[src/rtl/rgb_fade_pwm.sv]
// RGB LED fader: each channel ramps its brightness level up or down toward a 1-bit target
// and drives its pin with a PWM of period 2^PWM_BITS-1 cycles.
module rgb_fade_pwm #(
    parameter int unsigned PWM_BITS      = 8,
    parameter int unsigned STEP_INTERVAL = 7812
) (
    input  logic                clk,
    input  logic                rst,
    input  logic                red_in,
    input  logic                green_in,
    input  logic                blue_in,
    input  logic                enable,
    output logic                red_out,
    output logic                green_out,
    output logic                blue_out,
    output logic [PWM_BITS-1:0] red_level,
    output logic [PWM_BITS-1:0] green_level,
    output logic [PWM_BITS-1:0] blue_level,
    output logic                fading
);
    localparam int unsigned TimerW = (STEP_INTERVAL > 1) ? $clog2(STEP_INTERVAL) : 1;
    localparam logic [TimerW-1:0]   TimerLast = TimerW'(STEP_INTERVAL - 1);
    localparam logic [PWM_BITS-1:0] LevelMax  = '1;
    localparam logic [PWM_BITS-1:0] PwmLast   = {{(PWM_BITS-1){1'b1}}, 1'b0};

    typedef enum logic [1:0] {StLow, StRising, StHigh, StFalling} state_e;

    logic [2:0]          target_q;
    logic [2:0]          out_q;
    logic [TimerW-1:0]   timer_q;
    logic [PWM_BITS-1:0] pwm_q;
    state_e              state_q [3];
    state_e              state_d [3];
    logic [PWM_BITS-1:0] level_q [3];
    logic [PWM_BITS-1:0] level_d [3];
    logic                step_tick;

    assign step_tick = (timer_q == TimerLast);

    // Transition first, then step the level in the direction of the state just entered.
    always_comb begin
        for (int i = 0; i < 3; i++) begin
            state_d[i] = state_q[i];
            level_d[i] = level_q[i];
            unique case (state_q[i])
                StLow:     state_d[i] = target_q[i] ? StRising : StLow;
                StRising:  state_d[i] = target_q[i] ? StRising : StFalling;
                StHigh:    state_d[i] = target_q[i] ? StHigh   : StFalling;
                StFalling: state_d[i] = target_q[i] ? StRising : StFalling;
                default:   state_d[i] = StLow;
            endcase
            if (step_tick) begin
                if (state_d[i] == StRising && level_q[i] != LevelMax) begin
                    level_d[i] = level_q[i] + 1'b1;
                end else if (state_d[i] == StFalling && level_q[i] != '0) begin
                    level_d[i] = level_q[i] - 1'b1;
                end
            end
            if (state_d[i] == StRising && level_d[i] == LevelMax) begin
                state_d[i] = StHigh;
            end
            if (state_d[i] == StFalling && level_d[i] == '0) begin
                state_d[i] = StLow;
            end
        end
    end

    always_ff @(posedge clk) begin
        if (rst) begin
            target_q <= '0;
            out_q    <= '0;
            timer_q  <= '0;
            pwm_q    <= '0;
            for (int i = 0; i < 3; i++) begin
                state_q[i] <= StLow;
                level_q[i] <= '0;
            end
        end else begin
            target_q <= {blue_in, green_in, red_in};
            for (int i = 0; i < 3; i++) begin
                out_q[i] <= enable && (level_q[i] > pwm_q);
            end
            if (enable) begin
                timer_q <= step_tick ? '0 : timer_q + 1'b1;
                pwm_q   <= (pwm_q == PwmLast) ? '0 : pwm_q + 1'b1;
                for (int i = 0; i < 3; i++) begin
                    state_q[i] <= state_d[i];
                    level_q[i] <= level_d[i];
                end
            end
        end
    end

    always_comb begin
        fading = 1'b0;
        for (int i = 0; i < 3; i++) begin
            if (state_q[i] == StRising || state_q[i] == StFalling) begin
                fading = 1'b1;
            end
        end
    end

    assign red_out     = out_q[0];
    assign green_out   = out_q[1];
    assign blue_out    = out_q[2];
    assign red_level   = level_q[0];
    assign green_level = level_q[1];
    assign blue_level  = level_q[2];

endmodule

[config.mk]
export PLATFORM = sky130hd
export DESIGN_NAME = rgb_fade_pwm
export DESIGN_NICKNAME = d
export VERILOG_FILES = /design/src/rtl/rgb_fade_pwm.sv
export SDC_FILE = /design/constraint.sdc
export NUM_CORES = 1
export LEC_CHECK = 0
export ABC_AREA = 1
export BUFFER_PORTS_ARGS = -buffer_cell sky130_fd_sc_hd__clkbuf_2
export CORE_ASPECT_RATIO = 0.8
export CORE_MARGIN = 5
export CORE_UTILIZATION = 50
export DETAILED_ROUTE_END_ITERATION = 6
export PLACE_DENSITY = 0.68
export SLEW_MARGIN = 0
export SYNTH_ARGS = -nofsm -noshare
export SYNTH_HDL_FRONTEND = slang
export SYNTH_SLANG_ARGS = --single-unit
[constraint.sdc]
create_clock -name clk -period 3.76 [get_ports clk]
set_clock_uncertainty 0.05 [all_clocks]
set_input_delay 0.752 -clock clk [delete_from_list [all_inputs] [get_ports clk]]
set_output_delay 0.752 -clock clk [all_outputs]
set_load 0.02 [all_outputs]
==> flow_summary.ini, run 1 <==
[outcome]
outcome = finished clean

[setup_path]
startpoint_type = register
endpoint_kind = register
critPathKind = register to register
reg2reg_depth = 14
crit_start = level_q[0][17]
timing.reg2reg.setup_slack_ns = 1.13
cp_slowest_cell = edfxtp_1
critical_path_depth = 14
path_common_cell = nand2_1
crit_end = state_q[0][4]
r2r-start = level_q[0][17]
crit_required_ns = 3.79
r2r_end = state_q[0][4]
path_max_fanout = 11
critPathBufInv = 1
critPathMaxStageDelay_ns = 0.46
cp_top_family = simple AND/OR/NAND/NOR gates
crit_chain = ha_1 -> nand2_1 -> nor2_2 -> nand2_2 -> nand2_2 -> nand2_1 -> nand2_1 -> nand2_1 -> nand2_1 -> inv_1 -> nor2_1 -> nand3_1 -> o21ai_0 -> nor2_1
cp_data_arrival_time_ns = 2.65

[clocking]
ctsHoldBuffers = 0
cts.sinks = 57
clk_latency_ns = 0.33
cts_tree = yes
clockRootBuffer = clkbuf_16
numCtsBuffers = 9
clk_pin_slew_ns = 0.06
htreeDepth = 3
cts_resized = 0
clockBufferDepth = 2
postCtsSetupBuffers = 0

[floorplanning]
dieArea_um2 = 11050
die_y_um = 95.04
pin_count = 34
core_area_um2 = 8921
fp-row-count = 31
die_w_um = 116.3
initial_utilization_pct = 50.66

[yosys]
yosys.area_share.simple_pct = 38.04
syn_inst = 681
yosysSeqAreaShare_pct = 31.89
postSynthNetCount = 723
synthArstFlopShare_pct = 0
ys_warn_count = 0
synth_compound_area_share_pct = 10.38
avgSynthCellArea_um2 = 6.636
synth_top_family_by_area = simple AND/OR/NAND/NOR gates
syn_area_um2 = 4519
ys_ff_latch = 57
synth_mux_area_share_pct = 0
synthXorXnorAreaFrac_pct = 1.163
synth.distinct_cells = 38
synth_enable_flop_cells = 30
synthAdderAreaFrac_pct = 9.967
ys.flop_type = edfxtp_1

[grt]
grt_pass1_vias = 4132
antenna_found_initial = 0
overflow = 0
grt_use_total_pct = 23.19
grt_pass1_wl_um = 20160
grt_max_degree = 29

[timing]
tightest_slew_ns = 0.6707
timing.final.crit_share_pct = 69.90
max_slew_margin_pct = 54.82
period_needed_ns = 2.628
hold_viol_final = 0
maxClockFrequency_mhz = 380.5
setup_violations = 0
slew_viol_final = 0
setup_tns_ns = 0
setup_ws_ns = 1.132
rsz0062_at_grt = false

[pwr]
power_density_nw_per_um2 = 360.4
p_leak_nw = 2.382
combPwrFrac_pct = 18.0
p_int_mw = 1.250
ir_worst_vdd_mv = 0.2528
swShare_pct = 31.90
clkPwrFrac_pct = 41.8
p_sw_mw = 0.5853
seqPwrFrac_pct = 40.2

[layout]
layout-drive-gt1-share_pct = 11.42
areaGrowthSynthToFinish_pct = 12.65
diodes = 0
nNetsFinal = 764

[detailed_routing]
drt-total-wl_um = 12090
routed_via_density = 5.400
vias = 4547
first_pass_iters = 5
post-route-drc-count = 0
antenna_left = 0
wl_per_cell_um = 14.36
dr.first_iter.drc_count = 301

[worst_hold_path]
hold_path.class = register to register

[place]
port_buffers = 33
place_congestion = 0.9832
hpwlAfterDp_um = 9202
post-place-ws_ns = 1.214

[run]
drv_cap = 0
==> logic make-up (layout without fill, tap and decap cells) <==
kind of cell / Yosys count / after routing
compound gates: 78 / 78
xor+xnor: 6 / 6
fa+ha+maj: 36 / 36
buf+inv: 100 / 146
flops: 57 / 57
simple gates: 404 / 404
==> state kept, by name (all words and copies together), names as in the netlist <==
signal and flops:
state_q 6, level_q 24, out_q 3, timer_q 13
pwm_q 8, target_q 3
==> cells in the final DEF (no fill, tap or decap), types with 2 or more instances in the layout <==
master     synthesis  final
o21ai_2            2      2
a2111oi_0          2      2
nor3_1            14     14
clkbuf_2           0     33
nor2_1           105    105
nand2_1          188    188
nand3b_1           2      2
and3_1             2      2
inv_2              7      7
dfxtp_1           27     27
a21oi_4            2      2
nand3_1           56     56
nand4_1           13     13
clkbuf_16          0      9
xnor2_1            3      3
o21bai_1           2      2
nor2_2             8      8
nor4_1             2      2
nand2_2           10     10
a211oi_1           2      2
xor2_1             3      3
ha_1              36     36
edfxtp_1          30     30
buf_4              1      2
clkinv_4           0      2
inv_1             88     88
o21ai_1            4      4
inv_6              0      2
inv_4              0      2
o21a_1             3      3
o21ai_0           14     14
a21oi_1           42     42
==> synth_stat cells (3+ instances only) <==
library cell  count  area share, %
edfxtp_1         30             20
o21a_1            3           0.50
xor2_1            3           0.58
inv_2             7           0.58
nand4_1          13            1.8
xnor2_1           3           0.58
o21ai_0          14            1.6
nand2_2          10            1.4
clkbuf_1          3           0.25
ha_1             36             10
nor2_2            8            1.1
nor2_1          105            8.7
nand2_1         188             16
a21oi_1          42            4.7
inv_1            88            7.3
nand3_1          56            6.2
dfxtp_1          27             12
o21ai_1           4           0.44
nor3_1           14            1.6
==> layer usage <==
layer | routed length, µm | vias to the layer above | global-route usage, %
li1 | - | 2309 | -
met1 | 5873 | 2062 | 32.71
met2 | 5276 | 164 | 35.90
met3 | 794 | 12 | 5.203
met4 | 148 | 0 | 5.990
met5 | 0 | - | 0
==> per-stage QoR <==
stage / total power, mW / hold WS (ns) / instances / util, % / instance area, µm²
after global routing: 1.933 / 0.4607 / 842 / 57.07 / 5091
after global placement: 1.072 / 0.4054 / 826 / 53.96 / 4813
after detailed placement: 1.076 / 0.4070 / 826 / 53.96 / 4813
after CTS: 1.852 / 0.4158 / 842 / 57.07 / 5091
final: 1.835 / 0.4138 / 842 / 57.07 / 5091
after floorplan: 0.9802 / 0.3867 / 681 / - / 4519
==> layout make-up <==
cell class | instances | area, µm²
Fill cell | 851 | 3830
Multi-Input combinational cell | 524 | 2691
Sequential cell | 57 | 1441
Inverter | 95 | 356.6
Clock buffer | 9 | 225.2
Timing Repair Buffer | 35 | 180.2
Tap cell | 115 | 143.9
Clock inverter | 7 | 52.55
==> power by group through the flow <==
stage / clock (mW) / combinational (mW) / sequential [mW]
final: 0.768 / 0.330 / 0.737
after global placement: 0 / 0.324 / 0.748
after CTS: 0.786 / 0.329 / 0.737
after floorplan: 0 / 0.224 / 0.756
after detailed placement: 0 / 0.327 / 0.750
after global routing: 0.813 / 0.378 / 0.743
==> worst min path at each step <==
stage	start	to	slack [ns]	depth (start not counted)
after global placement	timer_q[10]	timer_q[10]	0.41	2
after global routing	timer_q[10]	timer_q[10]	0.46	2
after detailed placement	timer_q[10]	timer_q[10]	0.41	2
after floorplan	timer_q[10]	timer_q[10]	0.39	2
after CTS	timer_q[10]	timer_q[10]	0.42	2
final	timer_q[10]	timer_q[10]	0.41	2
==> worst min-delay path, delay by kind of cell (launching register included) <==
| kind | cells | cell delay [ns] |
|---|---|---|
| AOI/OAI and AO/OA | 1 | 0.05 |
| buffers and inverters | 1 | 0.05 |
| DFF | 1 | 0.32 |
Power figures use the tool's default switching activity.
==> inputs of run 2 (changes only) <==
--- a/config.mk
+++ b/config.mk
@@ -5,13 +5,13 @@
 export SDC_FILE = /design/constraint.sdc
 export NUM_CORES = 1
 export LEC_CHECK = 0
-export ABC_AREA = 1
+export ABC_AREA = 0
 export BUFFER_PORTS_ARGS = -buffer_cell sky130_fd_sc_hd__clkbuf_2
 export CORE_ASPECT_RATIO = 0.8
 export CORE_MARGIN = 5
 export CORE_UTILIZATION = 50
 export DETAILED_ROUTE_END_ITERATION = 6
-export PLACE_DENSITY = 0.68
+export PLACE_DENSITY = 0.71
 export SLEW_MARGIN = 0
 export SYNTH_ARGS = -nofsm -noshare
 export SYNTH_HDL_FRONTEND = slang
==> constraint.sdc (replaced) <==
create_clock -name clk -period 2.4 [get_ports clk]
set_clock_uncertainty 0.05 [all_clocks]
set_input_delay 0.48 -clock clk [delete_from_list [all_inputs] [get_ports clk]]
set_output_delay 0.48 -clock clk [all_outputs]
set_load 0.02 [all_outputs]
==> run 2 against run 1 <==
Effect of this change: the flow now finishes with violations (DRC, setup timing); die area shrank 4.2%; flip-flop and latch count is the same; clock power up 23%; total power increased by 59%; via count increased by 0.79%; final cell count shrank 7.5%; core utilization grew 18 points; hold slack got worse by 0.13 ns; sequential share of layout area shrank 5.6 points; critical endpoint is now state_q[0][0].
==> flow_summary.ini, run 2 <==
[pwr]
combPwrFrac_pct = 28.7
power_density_nw_per_um2 = 458.4
p_total_mw = 2.910
swShare_pct = 31.48
clkPwrFrac_pct = 32.6
ir_worst_vdd_mv = 0.4109
p_int_mw = 1.993
p_sw_mw = 0.9160
seqPwrFrac_pct = 38.7
p_leak_nw = 2.745

[place]
hpwlAfterDp_um = 9640
place_congestion = 0.9550
port_buffers = 33

[layout]
layout_common_cells = buf_4, nor2_1, clkbuf_2, edfxtp_1, ha_1
largest-register = level_q
nNetsFinal = 704
final_common_cell = buf_4
largest_reg_flops = 24
fillers = 573
areaGrowthSynthToFinish_pct = 47.21
diodes = 0
layout-drive-gt1-share_pct = 41.98
reg.largest.list = level_q x24, timer_q x13, pwm_q x8

[detailed_routing]
antenna_left = 0
wl_per_cell_um = 18.55
first_pass_iters = 7
post-route-drc-count = 1
drt-total-wl_um = 14450
dr.first_iter.drc_count = 383
vias = 4583
routed_via_density = 5.883

[yosys]
ys.flop_type = edfxtp_1
synthArstFlopShare_pct = 0
avgSynthCellArea_um2 = 8.872
yosysSeqAreaShare_pct = 33.43
ys_warn_count = 0
syn_inst = 486
yosysMostFrequentCell = nor2_1
synth_common_cells = nor2_1, ha_1, edfxtp_1, dfxtp_1, nand2_1
synth.distinct_cells = 65
synth_top_area_cell = edfxtp_1
syn_area_um2 = 4312
synth_enable_flop_cells = 30
ys_ff_latch = 57
synthTopCellsByArea = edfxtp_1, dfxtp_1, ha_1
postSynthNetCount = 528
synth_top_cell_area_share_pct = 20.89

[grt]
antenna_found_initial = 0
grt_use_total_pct = 25.46
use_met2_pct = 42.16
grt_max_degree = 16
use_met3_pct = 5.433
grt_pass1_wl_um = 21620
grtUsageMet1_pct = 32.65
grt.busiest_layer = met2
grt_pass1_vias = 4421
overflow = 0

[setup_path]
startpoint_type = register
cp_data_arrival_time_ns = 2.69
crit_start = level_q[0][4]
path_max_fanout = 6
critPathKind = register to register
crit_required_ns = 2.44
endpoint_kind = register
r2r-start = level_q[0][4]
reg2reg_depth = 10

[timing]
hold_viol_final = 0
rsz0062_at_grt = true
period_needed_ns = 2.649
setup_ws_ns = -0.2489
max_slew_margin_pct = 69.97
tightest_slew_ns = 0.4496
slew_viol_final = 0
maxClockFrequency_mhz = 377.5
setup_violations = 6
setup_tns_ns = -0.8346
timing.final.crit_share_pct = 110.4

[floorplanning]
initial_utilization_pct = 51.05
fp-row-count = 30
pin_count = 34
dieArea_um2 = 10590
die_w_um = 113.8
die_y_um = 93.06
core_area_um2 = 8446

[outcome]
outcome = complete, but fails checks
violations = DRC, setup timing

[clocking]
cts_tree = yes
clockBufferDepth = 2
htreeDepth = 3
clk_pin_slew_ns = 0.08
clockRootBuffer = clkbuf_8
cts.sinks = 57
numCtsBuffers = 9
clk_latency_ns = 0.35
ctsHoldBuffers = 0

[worst_hold_path]
hp-start = blue_in
holdPathStages = 2
hold_path.class = input port to register

[run]
drv_cap = 0
## run 2: layout make-up
type                            instances  area [µm²]  area share, %
Inverter                               21       81.33          1.281
Timing Repair Buffer                  185        1329          20.93
Clock buffer                           13       191.4          3.016
Clock inverter                          3       18.77         0.2957
Multi-Input combinational cell        388        3146          49.56
Tap cell                              112       140.1          2.208
Sequential cell                        57        1441          22.71
## run 2: timing repair
action,4_1_cts,5_1_grt
endpoints found under the setup margin,6,7
buffers inserted,16,16
cloned,0,0
pin swaps,18,33
endpoints found under the hold margin,0,0
gates resized for setup,28,42
## run 2: logic make-up (layout without fill, tap and decap cells)
kind of cell | after synthesis | in the layout | synth area share (%)
and+or+nand+nor | 201 | 201 | 25.30
xor gates and xnor gates | 42 | 42 | 8.532
buffers and inverters | 41 | 222 | 3.976
muxes | 5 | 5 | 1.161
adders and majority gates | 36 | 36 | 10.45
AOI/OAI and AO/OA | 104 | 104 | 17.15
DFF | 57 | 57 | 33.43
## run 2: worst paths after layout
| check | endpoint | slack (ns) |
|---|---|---|
| max | state_q[0][0] | -0.25 |
| min | target_q[2] | 0.28 |
| max reg2reg | state_q[0][0] | -0.25 |
| min reg2reg | pwm_q[7] | 0.51 |
## run 2: power groups by stage
stage	logic (mW)	registers, mW	clock network, mW
after detailed placement	0.680	1.15	0
final	0.836	1.13	0.948
after CTS	0.738	1.12	0.958
after global placement	0.666	1.14	0
after global routing	0.896	1.13	1.00
after floorplan	0.353	1.19	0
## run 2: critical path, cell delays in order, from the launching register on
cell	delay (ns)
edfxtp_1	0.44
buf_4	0.18
nor4_4	0.22
buf_6	0.17
a21oi_2	0.07
o21ba_4	0.28
or3_4	0.36
o31ai_2	0.08
o2111ai_2	0.15
nand3b_1	0.22
nor3b_2	0.18
## run 2: metrics by stage
stage | setup WS [ns] | instances | area [µm²] | hold slack [ns] | utilization, %
after global placement | -0.1773 | 731 | 5528 | 0.4834 | 65.45
after CTS | -0.1123 | 763 | 6006 | 0.2708 | 71.11
final | -0.2489 | 779 | 6347 | 0.2825 | 75.16
after detailed placement | -0.2137 | 731 | 5528 | 0.4980 | 65.45
after floorplan | -0.2689 | 486 | 4446 | 0.4220 | -
after global routing | -0.3783 | 779 | 6347 | 0.2772 | 75.16
## run 2: per-layer routing
layer	routed length (µm)	vias to the layer above
met5	0	-
met4	445	0
met3	1165	48
met2	6918	231
met1	5921	2156
li1	-	2148
